[src/rtl/tlp_rp_pkg.sv]
// Shared definitions for the root-port TX drain path: FIFO word layout,
// drain FSM encoding and widths.
package tlp_rp_pkg;
    localparam int RP_DATA_W = 128;
    localparam int RP_WORD_W = 131;
    localparam int RP_SOP    = 128;
    localparam int RP_EOP    = 129;
    localparam int RP_HALF   = 130;
    localparam int KEEP_W    = 16;
    localparam int BEAT_W    = 6;

    typedef enum logic [1:0] {
        ST_IDLE  = 2'd0,
        ST_REQ   = 2'd1,
        ST_XFER  = 2'd2,
        ST_DRAIN = 2'd3
    } rpState_t;

    // Field order mirrors the FIFO bit positions above.
    typedef struct packed {
        logic                 half;
        logic                 eop;
        logic                 sop;
        logic [RP_DATA_W-1:0] data;
    } rpWord_t;

    function automatic logic [KEEP_W-1:0] rpKeep(input logic eop, input logic half);
        return (eop && half) ? 16'h00FF : 16'hFFFF;
    endfunction
endpackage

[src/rtl/tlp_skid2.sv]
// Two-entry valid/ready buffer. When empty the input word is presented
// straight through and only captured if the sink stalls.
module tlp_skid2 import tlp_rp_pkg::*; #(
    parameter int W = RP_WORD_W
) (
    input  logic         clk,
    input  logic         rst,
    input  logic         inValid,
    input  logic [W-1:0] inData,
    output logic         outValid,
    output logic [W-1:0] outData,
    input  logic         outReady,
    output logic [1:0]   occ
);
    logic [W-1:0] q0, q1;
    logic         pop;

    assign outValid = (occ != 2'd0) || inValid;
    assign outData  = (occ != 2'd0) ? q0 : inData;
    assign pop      = outValid && outReady;

    // The writer guarantees no push into a full buffer without a pop.
    always_ff @(posedge clk) begin
        if (rst) begin
            occ <= 2'd0;
        end else begin
            case (occ)
                2'd0: if (inValid && !pop) begin
                    q0  <= inData;
                    occ <= 2'd1;
                end
                2'd1: case ({inValid, pop})
                    2'b10: begin q1 <= inData; occ <= 2'd2; end
                    2'b01: occ <= 2'd0;
                    2'b11: q0 <= inData;
                    default: ;
                endcase
                default: if (pop) begin
                    q0 <= q1;
                    if (inValid) q1 <= inData;
                    else         occ <= 2'd1;
                end
            endcase
        end
    end
endmodule

[src/rtl/tlp_txrp_drain.sv]
// Root-port TX drain: pulls whole TLPs from the RP FIFO under an arbiter
// grant and replays them onto the 128-bit TX stream.
module tlp_txrp_drain import tlp_rp_pkg::*; #(
    parameter int C_MAX_BEATS = 34
) (
    input  logic                 clk,
    input  logic                 rst,
    input  logic [RP_WORD_W-1:0] TxRpFifoData,
    output logic                 TxRpFifoRdReq,
    input  logic                 RpTLPReady,
    output logic                 RpTxReq,
    input  logic                 RpTxGnt,
    output logic [RP_DATA_W-1:0] m_axis_rp_tdata,
    output logic [KEEP_W-1:0]    m_axis_rp_tkeep,
    output logic                 m_axis_rp_tlast,
    output logic                 m_axis_rp_tvalid,
    input  logic                 m_axis_rp_tready,
    output logic                 RpTxBusy,
    output logic                 RpTxErr
);
    rpState_t          state, stateNext;
    logic              rdPend, gotSop, discard, eopSeen, lastDone;
    logic [BEAT_W-1:0] beatCnt;
    logic              rdSop, rdEop, rdHalf;
    logic              dropWord, pushWord, overrun, retEop, tlastHs, done;
    rpWord_t           pushData, skidOut;
    logic              skidValid;
    logic [1:0]        occ;
    logic              unusedSop;

    assign rdSop     = TxRpFifoData[RP_SOP];
    assign rdEop     = TxRpFifoData[RP_EOP];
    assign rdHalf    = TxRpFifoData[RP_HALF];
    assign unusedSop = skidOut.sop;

    // Classify the word returning from the FIFO this cycle.
    always_comb begin
        dropWord = rdPend && !discard && !gotSop && !rdSop;
        pushWord = rdPend && !discard && (gotSop || rdSop);
        retEop   = rdPend && rdEop && (gotSop || rdSop || discard);
        overrun  = pushWord && !rdEop && (beatCnt == BEAT_W'(C_MAX_BEATS - 1));
        pushData = '{half: rdHalf && !overrun, eop: rdEop || overrun,
                     sop: rdSop, data: TxRpFifoData[RP_DATA_W-1:0]};
    end

    assign tlastHs = skidValid && m_axis_rp_tready && skidOut.eop;
    // Finished once the emitted tlast is gone and the FIFO is past the real eop.
    assign done    = (lastDone || tlastHs) && (eopSeen || retEop);

    always_ff @(posedge clk) begin
        if (rst) state <= ST_IDLE;
        else     state <= stateNext;
    end

    always_comb begin
        stateNext = state;
        case (state)
            ST_IDLE:  if (RpTLPReady) stateNext = ST_REQ;
            ST_REQ:   if (RpTxGnt)    stateNext = ST_XFER;
            ST_XFER:  if (done)       stateNext = ST_IDLE;
                      else if (overrun || (pushWord && rdEop)) stateNext = ST_DRAIN;
            ST_DRAIN: if (done)       stateNext = ST_IDLE;
            default:  stateNext = ST_IDLE;
        endcase
    end

    always_comb begin
        RpTxReq       = (state != ST_IDLE);
        RpTxBusy      = (state != ST_IDLE);
        TxRpFifoRdReq = ((state == ST_XFER) || (state == ST_DRAIN)) && !eopSeen && !retEop
                        && ((occ + {1'b0, rdPend}) < 2'd2);
    end

    always_ff @(posedge clk) begin
        if (rst) begin
            rdPend   <= 1'b0;
            gotSop   <= 1'b0;
            discard  <= 1'b0;
            eopSeen  <= 1'b0;
            lastDone <= 1'b0;
            beatCnt  <= '0;
            RpTxErr  <= 1'b0;
        end else begin
            rdPend  <= TxRpFifoRdReq;
            RpTxErr <= dropWord || overrun;
            if (state == ST_IDLE) begin
                gotSop   <= 1'b0;
                discard  <= 1'b0;
                eopSeen  <= 1'b0;
                lastDone <= 1'b0;
                beatCnt  <= '0;
            end else begin
                if (pushWord) begin
                    gotSop  <= 1'b1;
                    beatCnt <= beatCnt + 1'b1;
                end
                if (overrun) discard  <= 1'b1;
                if (retEop)  eopSeen  <= 1'b1;
                if (tlastHs) lastDone <= 1'b1;
            end
        end
    end

    tlp_skid2 #(.W(RP_WORD_W)) uSkid (
        .clk      (clk),
        .rst      (rst),
        .inValid  (pushWord),
        .inData   (pushData),
        .outValid (skidValid),
        .outData  (skidOut),
        .outReady (m_axis_rp_tready),
        .occ      (occ)
    );

    assign m_axis_rp_tvalid = skidValid;
    assign m_axis_rp_tdata  = skidValid ? skidOut.data : '0;
    assign m_axis_rp_tkeep  = skidValid ? rpKeep(skidOut.eop, skidOut.half) : '0;
    assign m_axis_rp_tlast  = skidValid && skidOut.eop;
endmodule

[config.mk]
export PLATFORM = sky130hd
export DESIGN_NAME = tlp_txrp_drain
export DESIGN_NICKNAME = d
export VERILOG_FILES = /design/src/rtl/tlp_rp_pkg.sv /design/src/rtl/tlp_skid2.sv /design/src/rtl/tlp_txrp_drain.sv
export SDC_FILE = /design/constraint.sdc
export NUM_CORES = 1
export LEC_CHECK = 0
export ABC_AREA = 1
export CELL_PAD_IN_SITES_DETAIL_PLACEMENT = 1
export CELL_PAD_IN_SITES_GLOBAL_PLACEMENT = 1
export CORE_MARGIN = 1.5
export CORE_UTILIZATION = 25
export DETAILED_ROUTE_END_ITERATION = 16
export GPL_ROUTABILITY_DRIVEN = 0
export PLACE_DENSITY = 0.54
export SLEW_MARGIN = 40
export SYNTH_ARGS = -nofsm -noshare
export SYNTH_HDL_FRONTEND = slang
export SYNTH_SLANG_ARGS = --single-unit
[constraint.sdc]
create_clock -name clk -period 34.1 [get_ports clk]
set_input_delay 6.82 -clock clk [delete_from_list [all_inputs] [get_ports clk]]
set_output_delay 6.82 -clock clk [all_outputs]
set_load 0.005 [all_outputs]
# After elaboration in Yosys (flattened, before gate mapping)
# Index checks and enable logic that the tools add are counted.
# Widths: inputs -> output; s select.
# classes
eq_ne,17
n_bitwise,2
magnitude_cmp,1
n_addsub,2
n_mux,23
n_reduce_logical,48
# op_table
op,n
$mux 131,7
$pmux 131 s2,2
$mux 128,1
$mux 16,2
$logic_and 1x1->1,19
$mux 2,8
$reduce_and 4->1,3
$ne 2x2->1 const B,5
$logic_or 1x1->1,9
$eq 2x2->1 const B,4
$logic_not 1->1,8
$pmux 2 s2,2
$pmux 2 s4,1
$reduce_bool 2->1,4
$add 6x1->6 const B,1
$eq 2x1->1 const B,3
$eq 6x6->1 const B,1
$ne 3x3->1 const B,2
$reduce_and 5->1,1
$logic_not 2->1,2
$ne 3x1->1 const B,1
$reduce_bool 3->1,1
$add 2x1->2,1
$lt 2x2->1 const B,1
3 further kinds,4
# totals
output_inout_bits,150
register_bits,278
inputBits,136

# Depth between registers and ports, before layout
# Gate-level depths: netlist of the first run.
# depth
depth_word,13
depth_mapped,14

# Modules after synthesis
# A second synthesis of the first run with hierarchy kept.
# unflattened
hier_cells,1508
hier_area_um2,13207.7
# by_module_without_submodules
mod,area_each_um2,seq_area_each_um2,instances,cells_each
tlp_skid2,11305.8,7907.6,1,1117
tlp_txrp_drain,1901.8,280.3,1,391

# Worst setup path after synthesis of the first run
# OpenSTA, ideal clock, no wires.
# synth_timing
path_type,input port to flip-flop
start,input TxRpFifoData[128]
end,register uSkid.q1[0] (enable)
arrival_time_ps,27174
slack_ps,5617
n_path_buf,0
stages,4
required_ps,32791
path_cell_list,nor2_2 nor2_4 inv_1 a2111oi_0
# synth_between
elab_chain_cells,7
word_cells_on_any_way,9
classes_between,2 x eq/ne; 7 x reduce/logical
# synth_rtl
element,line_no,rtl
from (decl),tlp_txrp_drain.sv:8,"input logic [RP_WORD_W-1:0] TxRpFifoData,"
$logic_or 1x1->1 (*),tlp_txrp_drain.sv:39,pushWord = rdPend && !discard && (gotSop || rdSop);
$logic_and 1x1->1 (*),tlp_txrp_drain.sv:39,
$logic_or 1x1->1,tlp_skid2.sv:18,assign outValid = (occ != 2'd0) || inValid;
$logic_and 1x1->1,tlp_skid2.sv:20,assign pop = outValid && outReady;
$eq 2x2->1,tlp_skid2.sv:32,"2'd1: case ({inValid, pop})"
$ne 2x2->1 (no line),-,
$reduce_and 5->1 (no line) (*),-,
to (signal assigned),tlp_skid2.sv:40,if (inValid) q1 <= inData;
to (decl),tlp_skid2.sv:15,"logic [W-1:0] q0, q1;"
# Every way passes the cells marked *; elsewhere a longest branch is shown, timed or not.
# A chain may end at the register's enable or synchronous reset.

# Worst setup path after layout of the first run
# layout_timing
start,input TxRpFifoData[128]
end,output m_axis_rp_tdata[103]
# layout_between
elab_chain_cells,4
# layout_rtl
element,line_no,rtl
$logic_or 1x1->1,tlp_txrp_drain.sv:39,
$logic_and 1x1->1,tlp_txrp_drain.sv:39,
$logic_or 1x1->1,tlp_skid2.sv:18,
$mux 128,tlp_txrp_drain.sv:116,assign m_axis_rp_tdata = skidValid ? skidOut.data : '0;
to (decl),tlp_txrp_drain.sv:13,"output logic [RP_DATA_W-1:0] m_axis_rp_tdata,"
# Every way passes these cells.

==> flow_summary.yaml, run 1 <==
power_and_ir_drop:
  leakagePower_uw: 0.00650
  p_int_uw: 703
  power_frac_seq_pct: 41.3
  power_frac_comb_pct: 21.5
  irDropWorstVdd_uv: 28.6
  swShare_pct: 26.6
  p_total_uw: 959
  powerDensity_nw_per_um2: 57.7
  p_sw_uw: 256
  clockPowerShare_pct: 37.2
synthesis:
  synth_area_leader_cell: "edfxtp_1"
  synth.most_common_cell: "nand2_1"
  yosys-top-cells-count: "nand2_1 (669), edfxtp_1 (260), nand3_1 (131)"
  synth_cell_types: 32
  synth_area_leaders: "edfxtp_1 (64%), nand2_1 (21%), nand3_1 (5.4%), dfxtp_1 (2.6%), clkbuf_1 (1.4%)"
  ys_warn_count: 0
  synth_edf_count: 260
  ys_ff_latch: 276
  synth_flop_cell: "edfxtp_1"
  async_reset_ff_share_pct: 0
  yosysSeqAreaShare_pct: 66.8
  synth_top_area_share_pct: 64.2
  synth.cell_area_sq_um: 12200
  syn_area_per_cell_sq_um: 9.75
  syn-num-nets: 1386
  synthCells: 1248
sta:
  period_needed_ps: 16360
  rsz0062_at_grt: "no"
  drv_slew: 0
  setup_violations: 0
  period_share_pct: 48.0
  hold_viol_final: 0
  max_freq_mhz: 61.1
  finalHoldWorstSlack_ps: 458
  fin_tns_setup_ps: 0
  skew_ps: 14.8
  relSlewSlack_pct: 46.0
  worst_pin_slew_ps: 810
clocking:
  ctsHoldBuffers: 0
  post_cts_buffers: 0
  cts-root-buf: "clkbuf_16"
  clock_latency_ps: 530
  cts_sinks: 276
  cts_resized: 0
  cts_tree: "yes"
  cts-htree-levels: 2
  numCtsBuffers: 35
  clockBufferDepth: 3
  path_clk_slew_ps: 50
floorplanning:
  io_pins: 286
  initial_utilization_pct: 25.4
  die_area_sq_um: 50000
  num_rows: 80
  die_w_microns: 224
  core_area_sq_um: 47800
  fp.dieH_microns: 224
worst_setup_path:
  crit_top_cell: "clkdlybuf4s50_1"
  crit_type: "primary input to output port"
  slowest_delay_ps: 650
  cp.required_ps: 27280
  worst_r2r_path_depth: 7
  start_kind: "primary input"
  r2r_start: "uSkid.occ[1]"
  crit_arrival_ps: 9540
  crit_path_top_delay_cell: "buf_4"
  r2r_end: "uSkid.q1[73]"
  path_cells: "clkdlybuf4s50_1 -> nor2_2 -> nor2_4 -> buf_6 -> buf_4 -> nand3_1 -> nand2_1 -> clkdlybuf4s50_1"
  crit_path_end_kind: "output port"
  reg2reg_setup_slack_ps: 30350
  cpLargestDelayFamily: "buffers and inverters"
  path_buf_inv: 4
  worst-path-max-fanout: 83
cells_and_area:
  fillCellCount: 5437
  drive_gt1_share_pct: 4.87
  diodes: 0
  syn_to_final_growth_pct: 36.6
  nets: 1634
job:
  cap_violations: 0
min_path:
  holdPathStages: 2
  min_to: "lastDone"
  hp-start: "lastDone"
  hold_path.class: "flop to flop"
grt:
  antenna_found_initial: 0
  grt-ovfl-total: 0
  grt_max_degree: 84
  grt.total_usage_pct: 15.2
  grt_pass1_wl_microns: 59800
  first_global_vias: 10136
detailed_routing:
  drt_iter0_markers: 524
  vias_per_cell: 4.49
  drc: 0
  drt-pass1-iter-count: 4
  routedWlPerCell_microns: 17.7
  vias: 9599
  ant_nets: 0
  wl_microns: 37700
run_status:
  outcome: "finished clean"
placed_design:
  hpwl_microns: 23300
  port_buffers: 285
==> power by group through the flow <==
stage | sequential, uW | clock, uW | combinational, uW
after detailed placement | 403 | 0 | 211
after global placement | 403 | 0 | 209
after floorplan | 407 | 0 | 91.1
final | 396 | 357 | 206
after CTS | 396 | 370 | 212
after global routing | 398 | 381 | 227
==> final cells by class <==
| cell class | instances | area, sq um | share of cell area, % |
|---|---|---|---|
| Sequential cell | 276 | 8130 | 48.9 |
| Multi-Input combinational cell | 863 | 3560 | 21.4 |
| Timing Repair Buffer | 299 | 2990 | 18.0 |
| Clock buffer | 52 | 992 | 5.97 |
| Tap cell | 615 | 769 | 4.63 |
| Clock inverter | 10 | 97.6 | 0.587 |
| Inverter | 21 | 83.8 | 0.504 |
==> stage by stage <==
stage | setup slack [ps] | area, sq um | cells | utilization (%)
after detailed placement | 17700 | 15500 | 2073 | 32.4
after CTS | 17690 | 16600 | 2135 | 34.7
after global routing | 17520 | 16600 | 2136 | 34.8
final | 17740 | 16600 | 2136 | 34.8
after global placement | 17510 | 15500 | 2073 | 32.4
after floorplan | 5620 | 12200 | 1248 | -
==> placed cells by master, fill, tap and decap left out, types with 3 or more instances in the layout <==
master / n
buf_4: 7
clkdlybuf4s50_1: 285
buf_6: 6
nor2_1: 18
clkbuf_1: 14
nand3_2: 3
edfxtp_1: 260
clkinv_2: 3
o21ai_0: 8
dfxtp_1: 15
nand2_1: 669
a21oi_1: 11
inv_1: 18
clkbuf_16: 37
nand3_1: 131
clkinv_1: 4
==> worst max-delay path by stage <==
stage / depth (start not counted) / start / to
5_1_grt: 8 / TxRpFifoData[128] / m_axis_rp_tdata[103]
2_1_floorplan: 4 / TxRpFifoData[128] / uSkid.q1[0]
6_report: 8 / TxRpFifoData[128] / m_axis_rp_tdata[103]
3_5_place_dp: 8 / TxRpFifoData[128] / m_axis_rp_tdata[103]
4_1_cts: 8 / TxRpFifoData[128] / m_axis_rp_tdata[121]
3_3_place_gp: 8 / TxRpFifoData[128] / m_axis_rp_tdata[126]
==> sequential cells by signal, indices dropped and copies added (netlist names), 2 cells and up <==
signal / cells
beatCnt: 6
state: 2
uSkid.occ: 2
uSkid.q0: 130
uSkid.q1: 130
==> kinds of logic after synthesis <==
group                    count (synthesis)  synth area share [%]
AO/OA/AOI/OAI                           24                  1.05
XOR/XNOR                                 2                 0.144
adder cells (fa/ha/maj)                  2                 0.206
buffers and inverters                  109                  4.16
flip-flops                             276                  66.8
AND/OR/NAND/NOR                        835                  27.6
==> worst reg2reg max path: cells and delay by family (launching register included) <==
kind / cells / cell delay (ps)
buffers and inverters: 4 / 1920
and+or+nand+nor: 2 / 630
DFF: 1 / 350
AOI/OAI and AO/OA: 1 / 410
==> layer usage <==
layer  wire [microns]  vias up  global-route usage, %
met3             1640       43                   3.20
met2            17800      205                   25.1
met5                0        -                      0
li1                 -     4612                      -
met1            17700     4739                   20.5
met4              612        0                   3.73
(Power assumes the default switching activity.)
==> inputs of run 2 (changes only) <==
--- a/config.mk
+++ b/config.mk
@@ -12,7 +12,7 @@
 export CORE_UTILIZATION = 25
 export DETAILED_ROUTE_END_ITERATION = 16
 export GPL_ROUTABILITY_DRIVEN = 0
-export PLACE_DENSITY = 0.54
+export PLACE_DENSITY = 0.56
 export SLEW_MARGIN = 40
 export SYNTH_ARGS = -nofsm -noshare
 export SYNTH_HDL_FRONTEND = slang
==> constraint.sdc (replaced) <==
create_clock -name clk -period 14.5 [get_ports clk]
set_input_delay 2.9 -clock clk [delete_from_list [all_inputs] [get_ports clk]]
set_output_delay 2.9 -clock clk [all_outputs]
set_load 0.005 [all_outputs]
==> run 2 against run 1 <==
Register-to-register slack lost 20000 ps. Largest cell class unchanged. Worst setup slack lost 12000 ps. Via count shrank 0.11%. Sequential power grew 140%. Count of clock-buffer cells in the layout shrank 5. Final area grew 0.17%. Core utilization grew 0.057 points. Critical path depth grew 2. First-iteration DRC count shrank 9.4%. Final cell count grew 0.23%.
==> flow_summary.yaml, run 2 (synthesis gave the netlist of run 1 again) <==
floorplanning:
  io_pins: 286
  num_rows: 80
  core_area_sq_um: 47800
  fp.dieH_microns: 224
  die_area_sq_um: 50000
  initial_utilization_pct: 25.4
  die_w_microns: 224
detailed_routing:
  drt-pass1-iter-count: 4
  drt_iter0_markers: 475
  vias_per_cell: 4.48
  vias: 9588
  wl_microns: 38500
  routedWlPerCell_microns: 18.0
  ant_nets: 0
  drc: 0
sta:
  period_share_pct: 62.2
  hold_viol_final: 0
  max_freq_mhz: 111
  rsz0062_at_grt: "no"
  drv_slew: 0
  skew_ps: 15.0
  fin_tns_setup_ps: 0
  period_needed_ps: 9020
  worst_pin_slew_ps: 797
  setup_violations: 0
  relSlewSlack_pct: 46.9
grt:
  grt.total_usage_pct: 15.5
  antenna_found_initial: 4
  grt_pass1_wl_microns: 60400
  first_global_vias: 10276
  grt_max_degree: 77
  grt-ovfl-total: 0
worst_setup_path:
  crit_type: "primary input to output port"
  r2r_start: "uSkid.occ[1]"
  cp.required_ps: 11600
  crit_path_end_kind: "output port"
  worst-path-max-fanout: 56
  worst_r2r_path_depth: 5
  reg2reg_setup_slack_ps: 10430
  start_kind: "primary input"
  r2r_end: "uSkid.q0[77]"
  crit_arrival_ps: 6120
power_and_ir_drop:
  irDropWorstVdd_uv: 58.7
  powerDensity_nw_per_um2: 136
  leakagePower_uw: 0.00651
clocking:
  path_clk_slew_ps: 50
  clock_latency_ps: 540
  ctsHoldBuffers: 0
  numCtsBuffers: 36
  post_cts_buffers: 0
  cts_sinks: 276
  cts-htree-levels: 2
  cts-root-buf: "clkbuf_16"
  clockBufferDepth: 3
  cts_resized: 0
  cts_tree: "yes"
job:
  cap_violations: 0
cells_and_area:
  syn_to_final_growth_pct: 36.9
  fin_util_pct: 34.8
  nets: 1636
  reg_top3: "uSkid.q0 x130, uSkid.q1 x130, beatCnt x6"
  drive_gt1_share_pct: 5.31
  final_common_cell: "nand2_1"
  layout_common_cells: "nand2_1 (669), clkdlybuf4s50_1 (285), edfxtp_1 (260)"
placed_design:
  hpwl_microns: 23200
  port_buffers: 285
min_path:
  holdPathStages: 2
  hold_path.class: "flop to flop"
  min_to: "lastDone"
  hp-start: "lastDone"
run_status:
  outcome: "finished clean"
run 2: cell types whose count changed in the layout (fill, tap and decap cells not counted), sizes merged:
cell	change
buf	+1
bufinv	-1
clkbuf	-5
clkinv	+7
inv	+2
diode	+1
run 2: critical path: stages:
cell	delay, ps
clkdlybuf4s50_1	480
nor2_2	60
nor2_4	440
buf_4	670
nand3_2	260
and2_1	240
nand2_1	60
a21oi_1	70
nor2_1	330
clkdlybuf4s50_1	590
run 2: through the flow:
stage | std cells | hold slack (ps) | total power, uW | worst slack (ps) | cell area (sq um)
3_5_place_dp | 2075 | 456 | 1450 | 5420 | 15600
2_1_floorplan | 1248 | 436 | 1170 | 2920 | 12200
6_report | 2141 | 460 | 2260 | 5480 | 16700
4_1_cts | 2140 | 464 | 2310 | 5420 | 16600
5_1_grt | 2140 | 499 | 2370 | 5220 | 16700
3_3_place_gp | 2071 | 449 | 1440 | 5050 | 15500
run 2: power breakdown:
group          internal, uW  switching [uW]  total, uW  leakage (uW)
combinational           229             263        491       0.00350
sequential              920            12.2        932       0.00248
clock                   488             350        837      0.000534
run 2: final cells by class:
cell class                 instances  area, sq um
antenna                            1         2.50
clock buffer                      47          963
clock inverter                    18          123
fill                            5407        31200
inverter                          21         86.3
multi-input combinational        863         3560
sequential                       276         8130
tap                              615          769
timing repair buffer             300         3020
run 2: worst max path at each step:
stage | startpoint | end | slack (ps) | cells after the start
5_1_grt | TxRpFifoData[128] | m_axis_rp_tkeep[10] | 5220 | 10
6_report | TxRpFifoData[128] | m_axis_rp_tkeep[10] | 5480 | 10
3_5_place_dp | TxRpFifoData[128] | m_axis_rp_tkeep[10] | 5420 | 10
4_1_cts | TxRpFifoData[128] | m_axis_rp_tkeep[10] | 5420 | 10
3_3_place_gp | TxRpFifoData[128] | m_axis_rp_tkeep[9] | 5050 | 10
2_1_floorplan | TxRpFifoData[128] | uSkid.q1[0] | 2920 | 4
run 2: layer usage:
metal / wire length (microns) / part of all wire (%) / track usage [%] / vias up
li1: - / - / - / 4620
met1: 17200 / 45 / 19.9 / 4687
met2: 18400 / 48 / 25.9 / 225
met3: 2190 / 5.7 / 3.70 / 50
met4: 713 / 1.9 / 4.66 / 6
met5: 39 / 0.10 / 0 / -
